$ cat config.mk
export PLATFORM = sky130hd
export DESIGN_NAME = axi_sram_slave
export DESIGN_NICKNAME = d
export VERILOG_FILES = /design/src/rtl/axi_sram_slave.sv
export SDC_FILE = /design/constraint.sdc
export NUM_CORES = 1
export LEC_CHECK = 0
export CORE_AREA = 2 2 121 123
export DETAILED_ROUTE_END_ITERATION = 8
export DIE_AREA = 0 0 123 125
export PLACE_DENSITY = 0.77
export SLEW_MARGIN = 20
export SYNTH_ARGS = -nofsm -noshare
export SYNTH_HDL_FRONTEND = slang
export SYNTH_SLANG_ARGS = --single-unit
$ cat constraint.sdc
create_clock -name ACLK -period 3 [get_ports ACLK]
set_input_delay 0.75 -clock ACLK [delete_from_list [all_inputs] [get_ports ACLK]]
set_output_delay 0.75 -clock ACLK [all_outputs]
set_load 0.02 [all_outputs]
$ cat src/rtl/axi_sram_slave.sv
// rtl/axi_sram_slave.sv - AXI4 single-outstanding INCR burst responder driving a synchronous single-port SRAM
module axi_sram_slave #(
  parameter int ID_BITS       = 8,
  parameter int DATA_BITS     = 32,
  parameter int LEN_BITS      = 4,
  parameter int MEM_ADDR_BITS = 14
) (
  input  logic                     ACLK,
  input  logic                     ARESETn,
  input  logic [ID_BITS-1:0]       ARID_S,
  input  logic [31:0]              ARADDR_S,
  input  logic [LEN_BITS-1:0]      ARLEN_S,
  input  logic [2:0]               ARSIZE_S,
  input  logic [1:0]               ARBURST_S,
  input  logic                     ARVALID_S,
  output logic                     ARREADY_S,
  output logic [ID_BITS-1:0]       RID_S,
  output logic [DATA_BITS-1:0]     RDATA_S,
  output logic [1:0]               RRESP_S,
  output logic                     RLAST_S,
  output logic                     RVALID_S,
  input  logic                     RREADY_S,
  input  logic [ID_BITS-1:0]       AWID_S,
  input  logic [31:0]              AWADDR_S,
  input  logic [LEN_BITS-1:0]      AWLEN_S,
  input  logic [2:0]               AWSIZE_S,
  input  logic [1:0]               AWBURST_S,
  input  logic                     AWVALID_S,
  output logic                     AWREADY_S,
  input  logic [DATA_BITS-1:0]     WDATA_S,
  input  logic [DATA_BITS/8-1:0]   WSTRB_S,
  input  logic                     WLAST_S,
  input  logic                     WVALID_S,
  output logic                     WREADY_S,
  output logic [ID_BITS-1:0]       BID_S,
  output logic [1:0]               BRESP_S,
  output logic                     BVALID_S,
  input  logic                     BREADY_S,
  output logic                     CEB,
  output logic                     WEB,
  output logic [DATA_BITS-1:0]     BWEB,
  output logic [MEM_ADDR_BITS-1:0] A,
  output logic [DATA_BITS-1:0]     DI,
  input  logic [DATA_BITS-1:0]     DO
);

  typedef enum logic [2:0] {IDLE, R_READ, R_DATA, W_DATA, W_RESP} state_t;

  state_t                   r_state, w_next;
  logic [ID_BITS-1:0]       r_id;
  logic [LEN_BITS-1:0]      r_len;
  logic [LEN_BITS-1:0]      r_beat;
  logic [MEM_ADDR_BITS-1:0] r_addr;
  logic                     r_over;
  logic                     r_rd_first;
  logic [DATA_BITS-1:0]     r_rdata;

  logic                     w_aw_hs, w_ar_hs, w_w_hs, w_r_hs, w_b_hs;
  logic                     w_wr;
  logic                     w_last;
  logic [DATA_BITS-1:0]     w_mask;
  logic                     w_unused;

  assign w_unused = ^{ARSIZE_S, ARBURST_S, AWSIZE_S, AWBURST_S,
                      ARADDR_S[31:MEM_ADDR_BITS+2], ARADDR_S[1:0],
                      AWADDR_S[31:MEM_ADDR_BITS+2], AWADDR_S[1:0]};

  assign w_aw_hs = AWVALID_S & AWREADY_S;
  assign w_ar_hs = ARVALID_S & ARREADY_S;
  assign w_w_hs  = WVALID_S & WREADY_S;
  assign w_r_hs  = RVALID_S & RREADY_S;
  assign w_b_hs  = BVALID_S & BREADY_S;
  assign w_last  = (r_beat == r_len);
  // Beats past AxLEN are still handshaked but must not touch the SRAM.
  assign w_wr    = w_w_hs & ~r_over;

  always_comb begin
    w_mask = '0;
    for (int i = 0; i < DATA_BITS; i++) w_mask[i] = ~WSTRB_S[i/8];
  end

  always_ff @(posedge ACLK or posedge ARESETn) begin
    if (ARESETn) r_state <= IDLE;
    else         r_state <= w_next;
  end

  always_comb begin
    w_next = r_state;
    case (r_state)
      IDLE:    if (w_aw_hs) w_next = W_DATA;
               else if (w_ar_hs) w_next = R_READ;
      R_READ:  w_next = R_DATA;
      R_DATA:  if (w_r_hs) w_next = w_last ? IDLE : R_READ;
      W_DATA:  if (w_w_hs && WLAST_S) w_next = W_RESP;
      W_RESP:  if (w_b_hs) w_next = IDLE;
      default: w_next = IDLE;
    endcase
  end

  // Ready outputs are gated by reset so they read 0 for the whole time reset is held.
  always_comb begin
    AWREADY_S = 1'b0;
    ARREADY_S = 1'b0;
    WREADY_S  = 1'b0;
    RVALID_S  = 1'b0;
    RLAST_S   = 1'b0;
    BVALID_S  = 1'b0;
    CEB       = 1'b1;
    WEB       = 1'b1;
    BWEB      = '1;
    DI        = '0;
    case (r_state)
      IDLE: begin
        AWREADY_S = ~ARESETn;
        ARREADY_S = ~ARESETn & ~AWVALID_S;
      end
      R_READ: CEB = 1'b0;
      R_DATA: begin
        RVALID_S = 1'b1;
        RLAST_S  = w_last;
      end
      W_DATA: begin
        WREADY_S = 1'b1;
        if (w_wr) begin
          CEB  = 1'b0;
          WEB  = 1'b0;
          BWEB = w_mask;
          DI   = WDATA_S;
        end
      end
      W_RESP: BVALID_S = 1'b1;
      default: ;
    endcase
  end

  assign A       = r_addr;
  assign RID_S   = r_id;
  assign BID_S   = r_id;
  assign RRESP_S = 2'b00;
  assign BRESP_S = 2'b00;
  // DO is only valid during the first R_DATA cycle; afterwards the captured copy is shown.
  assign RDATA_S = (r_state == R_DATA && r_rd_first) ? DO : r_rdata;

  always_ff @(posedge ACLK or posedge ARESETn) begin
    if (ARESETn) begin
      r_id       <= '0;
      r_len      <= '0;
      r_beat     <= '0;
      r_addr     <= '0;
      r_over     <= 1'b0;
      r_rd_first <= 1'b0;
      r_rdata    <= '0;
    end else begin
      case (r_state)
        IDLE: begin
          if (w_aw_hs) begin
            r_id   <= AWID_S;
            r_len  <= AWLEN_S;
            r_addr <= AWADDR_S[MEM_ADDR_BITS+1:2];
            r_beat <= '0;
            r_over <= 1'b0;
          end else if (w_ar_hs) begin
            r_id   <= ARID_S;
            r_len  <= ARLEN_S;
            r_addr <= ARADDR_S[MEM_ADDR_BITS+1:2];
            r_beat <= '0;
            r_over <= 1'b0;
          end
        end
        R_READ: r_rd_first <= 1'b1;
        R_DATA: begin
          if (r_rd_first) begin
            r_rdata    <= DO;
            r_rd_first <= 1'b0;
          end
          if (w_r_hs && !w_last) begin
            r_addr <= r_addr + MEM_ADDR_BITS'(1);
            r_beat <= r_beat + LEN_BITS'(1);
          end
        end
        W_DATA: begin
          if (w_w_hs) begin
            r_addr <= r_addr + MEM_ADDR_BITS'(1);
            r_beat <= r_beat + LEN_BITS'(1);
            if (w_last) r_over <= 1'b1;
          end
        end
        default: ;
      endcase
    end
  end

endmodule

==> impl_metrics.yaml <==
clock_tree:
  cts.clk_slew.worst_paths_ps: 50
  cts_made_buffers: 9
  cts_hold_buf: 0
  cts_tree: "done"
  clk_latency_ps: 320
  clock-root-buffer: "clkbuf_16"
  cts_buffer_depth: 2
  cts.htree.levels: 3
  cts_sinks: 67
finish:
  n_fill_cell: 1379
  num_antenna_cells: 0
  most-common-layout-cells: "clkdlybuf4s50_1, dlygate4sd2_1, dfrtp_1, nand2_1, and2_1"
  stdcell_count: 834
  utilization_pct: 47.1
  mostFrequentLayoutCell: "clkdlybuf4s50_1"
  drive_gt1_share_pct: 12.3
  area_growth_pct: 71.2
  final_nets: 822
pwr:
  vdd_drop_max_mv: 0.443
  power_w: 0.00657
  power.leakage_nw: 2.98
  power_density_nw_per_um2: 982
logic_synthesis:
  synthTopCellsByArea: "dfrtp_1, mux2_2, buf_4"
  synth_largest_area_cell: "dfrtp_1"
  synth_seq_area_share_pct: 42.9
  yosysWarnings: 0
  netlist_area_sq_um: 3910
  synthFlopType: "dfrtp_1"
  synth_seq_cells: 67
  ys_types: 52
  synth_top_area_share_pct: 42.9
  synth_edf_count: 0
  syn_avg_cell_area_sq_um: 9.37
  synthArstFlopShare_pct: 100
  syn_inst: 417
min_path:
  min_path_type: "reg -> reg"
  hold-path-cell-count: 1
placed_design:
  portBuffers: 261
  gp_congestion: 0.886
  place_inst: 819
  hpwl_um: 10300
global_routing:
  grt_antenna_before_repair: 0
  grt_max_degree: 39
  grt.overflow.total: 0
  grt_pass1_vias: 3777
  grt_use_total_pct: 16.3
  grt_pass1_wl_um: 19700
critical_path:
  r2r-start: "r_state[0]$_DFFE_PP0P_"
  critPathKind: "in -> out"
  crit_arrival_ps: 2220
  endpoint_kind: "output pin"
  crit_end: "BWEB[21]"
  critPathMaxFanout: 37
  reg2regPathDepth: 8
  worstPathRequired_ps: 2250
  crit_start: "WVALID_S"
  rrSetupSlack_ps: 650
  startpoint_type: "input pin"
  r2r-end: "A[2]$_DFFE_PP0P_"
sta:
  worst_pin_slew_ps: 663
  relSlewSlack_pct: 55.8
  clock_skew_ps: 7.17
  fin_crit_sh_pct: 98.9
  fin_crit_ps: 2970
  hold_viol_final: 0
  finalSetupTns_ps: 0
  max_freq_ghz: 0.337
  final-setup-viol-count: 0
  rsz0062_at_grt: "yes"
  slew_violations: 0
  fin_hold_ws_ps: 491
routing:
  drt-initial-drc-count: 196
  num_vias: 3818
  viasPerCell: 4.58
  antenna_left: 0
  drc: 0
  routedWlPerCell_um: 15.8
  wirelength_um: 13200
  first_pass_iters: 4
die:
  boundaryPins: 312
  initial_core_util_pct: 27.5
  design.core.area_sq_um: 14200
  die-area_sq_um: 15400
  rows: 44
  die_y_um: 125
  die_w_um: 123
outcome:
  status: "finished, final reports clean"
run:
  drv_cap: 0
==> flip-flops by register name, summed over array words and instances, names as in the netlist <==
register    flops
r_rd_first      1
r_state         3
A              14
r_rdata        32
r_over          1
r_beat          4
BID_S           8
r_len           4
==> logic make-up (layout without fill, tap and decap cells) <==
group           after synthesis  in the layout  synth area share, %
compound gates               90             90                 14.0
xor+xnor                      4              4                0.896
fa+ha+maj                     2              2                0.640
buf+inv                      76            306                 11.7
flops                        67             67                 42.9
mux                          34             34                 9.77
other cells                   1              4               0.0960
simple gates                143            143                 20.0
==> worst max-delay path, cell delays in order <==
cell             delay (ps)
clkdlybuf4s50_1         480
nor3b_4                 240
buf_12                  200
nand2_1                 170
dlygate4sd2_1           370
==> power breakdown <==
part	switching [W]	internal [W]	total (W)	leakage [nW]
registers	0.000306	0.00135	0.00166	0.810
clock network	0.000371	0.000661	0.00103	0.142
logic	0.00215	0.00174	0.00388	2.03
total	0.00282	0.00375	0.00657	2.98
==> cell type report <==
cell class              count  area (sq um)  area share, %
well taps                 184           230           3.44
repair buffers            281          2650           39.6
clock inverters             4          51.3          0.767
multi-input cells         277          1800           26.9
inverters                  10          38.8          0.580
flip-flops and latches     67          1680           25.1
clock buffers              11           243           3.63
==> worst min path at each step <==
stage | startpoint | slack, ps | to
finish | r_rdata[9]$_DFFE_PP0N_ | 490 | r_rdata[9]$_DFFE_PP0N_
global route | r_rdata[11]$_DFFE_PP0N_ | 510 | r_rdata[11]$_DFFE_PP0N_
CTS | r_rdata[9]$_DFFE_PP0N_ | 490 | r_rdata[9]$_DFFE_PP0N_
detailed placement | r_rdata[9]$_DFFE_PP0N_ | 480 | r_rdata[9]$_DFFE_PP0N_
global placement | r_rdata[14]$_DFFE_PP0N_ | 480 | r_rdata[14]$_DFFE_PP0N_
floorplan | r_over$_DFFE_PP0P_ | 460 | r_over$_DFFE_PP0P_
==> cells in the mapped netlist, types with 2 or more instances <==
cell	n
a22o_1	2
nand2_1	38
dfrtp_1	67
o31ai_1	2
a22oi_1	3
nor2_1	14
nand3_1	14
inv_1	9
nor4b_1	2
clkbuf_1	12
nor3b_1	4
nor3_1	6
xnor2_1	4
a21o_1	2
nand2b_1	4
o22a_1	2
ha_1	2
a31oi_1	4
o21ai_0	30
and2_1	34
mux2_2	33
buf_4	41
a41oi_1	2
a21oi_1	29
nor2b_1	2
and3_1	8
nand4_1	2
buf_2	12
and3b_1	10
==> metrics by stage <==
step / setup slack, ps / cell area (sq um)
after floorplan: 277 / 3920
after global placement: -210 / 6520
after detailed placement: -232 / 6520
after CTS: 41.4 / 6700
after global routing: -65.1 / 6690
final: 33.1 / 6690
==> what timing repair did <==
item | CTS | global route
setup buffers | 0 | 0
setup endpoints to repair | 99 | 32
endpoints found under the hold margin | 0 | 0
gates resized for setup | 100 | 11
==> metal layers <==
metal | track usage, % | part of all wire, % | vias up
li1 | - | - | 1858
met1 | 20.4 | 43 | 1788
met2 | 27.5 | 48 | 163
met3 | 4.47 | 8.6 | 9
met4 | 4.08 | 0.77 | 0
met5 | 0 | 0 | -
Note: power is estimated with default switching activity, not from simulation.
